[src/rtl/sico_pwm_dac.sv]
// Dual-channel PWM DAC for sine_cos samples: converts two's-complement samples to offset-binary duty
// and emits a once-per-frame sample_en strobe that advances the upstream oscillator.
module sico_pwm_dac #(
  parameter int WIDTH    = 8,
  parameter int PRESCALE = 1
) (
  input  logic             clk,
  input  logic             reset,
  input  logic             enable,
  input  logic [WIDTH-1:0] sine,
  input  logic [WIDTH-1:0] cos,
  output logic             sample_en,
  output logic             pwm_sin,
  output logic             pwm_cos,
  output logic [WIDTH-1:0] duty_sin,
  output logic [WIDTH-1:0] duty_cos
);

  localparam int               PW       = (PRESCALE > 1) ? $clog2(PRESCALE) : 1;
  localparam logic [PW-1:0]    PRE_LAST = PW'(PRESCALE - 1);
  localparam logic [WIDTH-1:0] CNT_LAST = {WIDTH{1'b1}};
  localparam logic [WIDTH-1:0] DUTY_MID = {1'b1, {(WIDTH-1){1'b0}}};

  function automatic logic [WIDTH-1:0] to_offset_bin(input logic [WIDTH-1:0] s);
    return {~s[WIDTH-1], s[WIDTH-2:0]};
  endfunction

  logic [PW-1:0]    pre_cnt_q, pre_cnt_d;
  logic [WIDTH-1:0] cnt_q, cnt_d;
  logic [WIDTH-1:0] duty_sin_q, duty_sin_d;
  logic [WIDTH-1:0] duty_cos_q, duty_cos_d;
  logic             pwm_sin_q, pwm_sin_d;
  logic             pwm_cos_q, pwm_cos_d;
  logic             tick_s;
  logic             frame_end_s;

  // Reset gates the strobe so it never announces a duty load that reset will suppress.
  always_comb begin
    tick_s      = enable & (pre_cnt_q == PRE_LAST);
    frame_end_s = ~reset & tick_s & (cnt_q == CNT_LAST);
  end

  // Next-state: prescaler, frame counter, frame-aligned duty load, PWM compare.
  always_comb begin
    pre_cnt_d  = pre_cnt_q;
    cnt_d      = cnt_q;
    duty_sin_d = duty_sin_q;
    duty_cos_d = duty_cos_q;
    pwm_sin_d  = 1'b0;
    pwm_cos_d  = 1'b0;
    if (!enable) begin
      pre_cnt_d = {PW{1'b0}};
      cnt_d     = {WIDTH{1'b0}};
    end else begin
      if (pre_cnt_q == PRE_LAST) begin
        pre_cnt_d = {PW{1'b0}};
      end else begin
        pre_cnt_d = pre_cnt_q + PW'(1);
      end
      if (tick_s) begin
        cnt_d = cnt_q + WIDTH'(1);
      end else begin
        cnt_d = cnt_q;
      end
      // Duty only changes on the frame boundary, alongside the upstream sample update.
      if (frame_end_s) begin
        duty_sin_d = to_offset_bin(sine);
        duty_cos_d = to_offset_bin(cos);
      end else begin
        duty_sin_d = duty_sin_q;
        duty_cos_d = duty_cos_q;
      end
      pwm_sin_d = (cnt_q < duty_sin_q);
      pwm_cos_d = (cnt_q < duty_cos_q);
    end
  end

  // State registers with synchronous reset.
  always_ff @(posedge clk) begin
    if (reset) begin
      pre_cnt_q  <= {PW{1'b0}};
      cnt_q      <= {WIDTH{1'b0}};
      duty_sin_q <= DUTY_MID;
      duty_cos_q <= DUTY_MID;
      pwm_sin_q  <= 1'b0;
      pwm_cos_q  <= 1'b0;
    end else begin
      pre_cnt_q  <= pre_cnt_d;
      cnt_q      <= cnt_d;
      duty_sin_q <= duty_sin_d;
      duty_cos_q <= duty_cos_d;
      pwm_sin_q  <= pwm_sin_d;
      pwm_cos_q  <= pwm_cos_d;
    end
  end

  assign sample_en = frame_end_s;
  assign pwm_sin   = pwm_sin_q;
  assign pwm_cos   = pwm_cos_q;
  assign duty_sin  = duty_sin_q;
  assign duty_cos  = duty_cos_q;

endmodule
[config.mk]
export PLATFORM = sky130hd
export DESIGN_NAME = sico_pwm_dac
export DESIGN_NICKNAME = d
export VERILOG_FILES = /design/src/rtl/sico_pwm_dac.sv
export SDC_FILE = /design/constraint.sdc
export NUM_CORES = 1
export LEC_CHECK = 0
export ABC_AREA = 1
export CAP_MARGIN = 10
export CORE_ASPECT_RATIO = 1.25
export CORE_UTILIZATION = 49
export CTS_CLUSTER_SIZE = 40
export DETAILED_ROUTE_END_ITERATION = 6
export PLACE_DENSITY = 0.89
export SYNTH_ARGS = -nofsm -noshare
export SYNTH_HDL_FRONTEND = slang
export SYNTH_SLANG_ARGS = --single-unit
export TNS_END_PERCENT = 10
[constraint.sdc]
create_clock -name clk -period 1.9 [get_ports clk]
set_input_delay 0.38 -clock clk [delete_from_list [all_inputs] [get_ports clk]]
set_output_delay 0.38 -clock clk [all_outputs]
set_load 0.1 [all_outputs]
---- Word level (Yosys, flattened, before mapping) ----
Index checks and enable logic that the tools add are counted.
cells by class
  add/subtract/negate cells ............... 2
  magnitude comparators ................... 2
  equal/unequal tests ..................... 1
  bitwise logic cells ..................... 8
  reduce and logical (&&, ||, !) cells .... 3
operators by type and width
  kind                 number
  $lt 8x8->1           2
  $add 8x1->8 const B  1
  $eq 8x8->1 const B   1
  $not 1->1            5
  $and 1x1->1          3
  $reduce_or 3->1      1
  $reduce_and 2->1     1
  $reduce_or 2->1      1
  $add 1x1->1 const B  1
word-level totals
  register bits after elaboration ......... 27
  input bits .............................. 19
  output and inout bits ................... 19

---- Longest topological paths before layout ----
Gate-level depths: netlist of the first run.
  depth in word-level cells ............... 5
  mapped depth ............................ 8
  mapped depth without buffers ............ 7

---- Least setup slack after synthesis of the first run ----
No wires, ideal clock.
  kind .................................... reg2reg
  start point ............................. register duty_cos_q[5], in the netlist duty_cos[5]
  end point ............................... register pwm_cos_q, in the netlist pwm_cos
  setup time .............................. 0.070 ns
  arrival time ............................ 1.722 ns
  setup slack ............................. 0.108 ns
  stages on the path, launching flop included .. 8
  path buffers ............................ 0
  clock period less this slack ............ 1.792 ns
  path through ............................ dfxtp_1 inv_1 ha_1 nand2_1 inv_1 o21bai_1 nand3_1 a21oi_1
between the ends
  longest elaborated chain between the ends .. 1
ends and longest elaborated chain
  item                    line  text
  from (decl)             31    logic [WIDTH-1:0] duty_cos_q, duty_cos_d;
  from (signal assigned)  91    duty_cos_q <= duty_cos_d;
  $lt 8x8->1              74    pwm_cos_d = (cnt_q < duty_cos_q);
  to (signal assigned)    93    pwm_cos_q <= pwm_cos_d;
  to (decl)               33    logic pwm_cos_q, pwm_cos_d;
No other way between the ends.
A chain may end at the register's enable or synchronous reset.

---- Worst setup path after layout of the first run ----
  start point ............................. register cnt_q[0]
  end point ............................... output port sample_en
between the ends
  longest elaborated chain between the ends .. 2
ends and longest elaborated chain
  item                    line  text
  from (decl)             29    logic [WIDTH-1:0] cnt_q, cnt_d;
  from (signal assigned)  82    cnt_q <= {WIDTH{1'b0}};
  from (signal assigned)  89    cnt_q <= cnt_d;
  $eq 8x8->1              40    frame_end_s = ~reset & tick_s & (cnt_q == CNT_LAST);
  $and 1x1->1             40
  to (decl)               12    output logic sample_en,
No other way between the ends.

==> flow_metrics.env, run 1 <==
export IMPL_drtIter0Drc=52
export IMPL_synth_fp_nets=269
export IMPL_cts_hold_buffers=0
export IMPL_worstPathRequired_ns=1.52
export IMPL_min_path_cells=2
export IMPL_numCtsBuffers=3
export IMPL_ys_warn_count=0
export IMPL_vdd_drop_max_v=0.000490
export IMPL_finalWorstSetupSlack_ns=0.0634
export IMPL_wl_per_cell_um=12.0
export IMPL_core_mm2=0.00300
export IMPL_dpl_worst_slack_ns=0.103
export IMPL_slew_viol_final=0
export IMPL_r2r_start="cnt_q[0]$_SDFFE_PP0N_"
export IMPL_final_common_cell="nand2_1"
export IMPL_dr_total_vias=1584
export IMPL_min_to="cnt_q[0]$_SDFFE_PP0N_"
export IMPL_start_util=0.525
export IMPL_via_per_inst=5.00
export IMPL_antenna_found_initial=0
export IMPL_r2r_end="duty_cos[2]$_SDFFE_PP0P_"
export IMPL_portBuffers=37
export IMPL_grt_pass1_vias=1435
export IMPL_cp_num_buf_inv=2
export IMPL_min_path_type="reg -> reg"
export IMPL_clock_sinks=27
export IMPL_finClkSkew_ns=0.00380
export IMPL_p_leak_nw=1.07
export IMPL_drt_first_pass_iters=4
export IMPL_ant_nets=0
export IMPL_grt_ovfl_total=0
export IMPL_post_synth_num_cell_types=25
export IMPL_syn_inst=235
export IMPL_max_clock_freq_ghz=0.544
export IMPL_outcome="finished clean"
export IMPL_place_hpwl_mm=2.71
export IMPL_setup_violations=0
export IMPL_cp_end_kind="output port"
export IMPL_min_period_ns=1.84
export IMPL_htreeDepth=1
export IMPL_die_y_um=65.4
export IMPL_cts_tree="yes"
export IMPL_cp_slowest_cell="dfxtp_4"
export IMPL_path_max_fanout=4
export IMPL_grt_use_total=0.247
export IMPL_clk_pin_slew_ns=0.14
export IMPL_antennaDiodeCount=0
export IMPL_placed_cells=311
export IMPL_ys_seq_area_frac=0.343
export IMPL_ctsRootBufferMaster="clkbuf_4"
export IMPL_criticalPathCategory="reg -> out"
export IMPL_setup_tns_ns=0
export IMPL_syn_area_mm2=0.00158
export IMPL_final_nets=316
export IMPL_fillCellCount=220
export IMPL_clk_latency_ns=0.33
export IMPL_final_cell_mix="nand2_1 (51), inv_1 (45), nor2_1 (40)"
export IMPL_worstHoldStart="pre_cnt_q$_SDFF_PP0_"
export IMPL_area_growth_pct=38.2
export IMPL_rr_worst_depth=8
export IMPL_drc_errors=0
export IMPL_cpPeakStageDelay_ns=0.40
export IMPL_fin_util=0.726
export IMPL_finalHoldViolations=0
export IMPL_routed_wl_mm=3.79
export IMPL_drive_gt1_frac=0.178
export IMPL_fin_cells=317
export IMPL_r2r_setup_slack_ns=0.50
export IMPL_avgSynthCellArea_um2=6.70
export IMPL_power_density_mw_per_mm2=433
export IMPL_clk_path_buf_depth=2
export IMPL_die_w_um=52.7
export IMPL_period_share=0.967
export IMPL_die_area_mm2=0.00345
export IMPL_grt_first_pass_wirelength_mm=6.34
export IMPL_crit_family="flip-flops"
export IMPL_synth_seq_cells=27
export IMPL_gp_congestion=0.867
export IMPL_start_kind="register"
export IMPL_grt_max_degree=17
export IMPL_worst_endpoint_arrival_ns=1.46
export IMPL_maxCapViolations=0
export IMPL_total_power_uw=942
export IMPL_path_cells="ha_4, inv_4, nor2_2, nand2_2, nor2_4, buf_12"
export IMPL_rows=22
export IMPL_pin_count=38
## cell type report
| class | instances | area (um2) | share of cell area |
|---|---|---|---|
| multi-input cells | 155 | 828 | 0.380 |
| flip-flops and latches | 27 | 551 | 0.253 |
| repair buffers | 46 | 541 | 0.248 |
| inverters | 49 | 186 | 0.0856 |
| well taps | 36 | 45.0 | 0.0207 |
| clock buffers | 4 | 26.3 | 0.0121 |
## cells in the mapped netlist
cell,count,share of area
nand3_1,22,0.070
ha_1,15,0.12
o21ai_0,3,0.0095
nor2_1,40,0.095
inv_4,1,0.0040
nor3_4,1,0.010
nor3_1,1,0.0032
nor3b_1,1,0.0048
a21oi_2,1,0.0056
nand3_2,1,0.0064
nand4_1,1,0.0040
inv_2,3,0.0071
inv_1,45,0.11
nand2_1,52,0.12
buf_2,1,0.0032
nand2_2,2,0.0079
buf_4,1,0.0048
buf_6,2,0.014
a21oi_1,7,0.022
o21bai_1,2,0.0095
dfxtp_1,27,0.34
nor2_2,3,0.012
conb_1,1,0.0024
nor2_4,1,0.0071
o21ai_1,1,0.0032
## metrics by stage
step	instance area, um2	hold slack [ns]
6_report	2180	0.500
5_1_grt	2180	0.535
4_1_cts	2140	0.480
3_5_place_dp	2110	0.483
3_3_place_gp	2110	0.479
2_1_floorplan	1580	0.459
## what timing repair did
item / in CTS / in global routing
endpoints found under the setup margin: 1 / 1
buffers inserted: 0 / 2
cloned: 0 / 0
gates resized for setup: 4 / 5
pin swaps: 0 / 1
## worst register-to-register path, cell delays in order, from the launching register on
cell	delay, ns
dfxtp_4	0.40
ha_4	0.14
inv_4	0.05
nor2_2	0.12
nand2_2	0.09
nor2_4	0.15
buf_4	0.23
nor2_1	0.06
nor2_1	0.11
## logic make-up after synthesis
logic type,share of synthesized area
AOI/OAI and AO/OA,0.0500
DFF,0.343
adders and majority gates,0.119
other,0.00238
and+or+nand+nor,0.345
buffers and inverters,0.141
## power breakdown
| group | internal, mW | switching [mW] |
|---|---|---|
| combinational | 0.0548 | 0.0604 |
| sequential | 0.570 | 0.00360 |
| clock | 0.0824 | 0.171 |
## worst max path at each step
| stage | startpoint | end | slack (ns) | cells past startpoint |
|---|---|---|---|---|
| after CTS | cnt_q[0]$_SDFFE_PP0N_ | sample_en | 0.005 | 6 |
| after detailed placement | enable | sample_en | 0.10 | 4 |
| after floorplan | duty_cos[5]$_SDFFE_PP0P_ | pwm_cos$_SDFF_PP0_ | 0.11 | 7 |
| after global routing | cnt_q[6]$_SDFFE_PP0N_ | sample_en | -0.02 | 5 |
| final | cnt_q[0]$_SDFFE_PP0N_ | sample_en | 0.06 | 6 |
| after global placement | enable | sample_en | 0.11 | 4 |
## routing by layer
metal / vias up / wire [um] / global-route usage
li1: 805 / - / -
met1: 720 / 1620 / 0.312
met2: 54 / 1920 / 0.418
met3: 5 / 200 / 0.0324
met4: 0 / 53 / 0.0888
met5: - / 0 / 0
## registers in the layout, indices dropped and copies added, names as in the netlist
register / count
pre_cnt_q: 1
duty_cos: 8
cnt_q: 8
pwm_cos: 1
duty_sin: 8
pwm_sin: 1
Power figures use the tool's default switching activity.
==> inputs of run 2 (changes only) <==
--- a/config.mk
+++ b/config.mk
@@ -11,7 +11,9 @@
 export CORE_UTILIZATION = 49
 export CTS_CLUSTER_SIZE = 40
 export DETAILED_ROUTE_END_ITERATION = 6
+export GPL_ROUTABILITY_DRIVEN = 0
 export PLACE_DENSITY = 0.89
+export SLEW_MARGIN = 10
 export SYNTH_ARGS = -nofsm -noshare
 export SYNTH_HDL_FRONTEND = slang
 export SYNTH_SLANG_ARGS = --single-unit
==> results of run 2 <==
Final layout, timing and power as in run 1 (identical DEF).
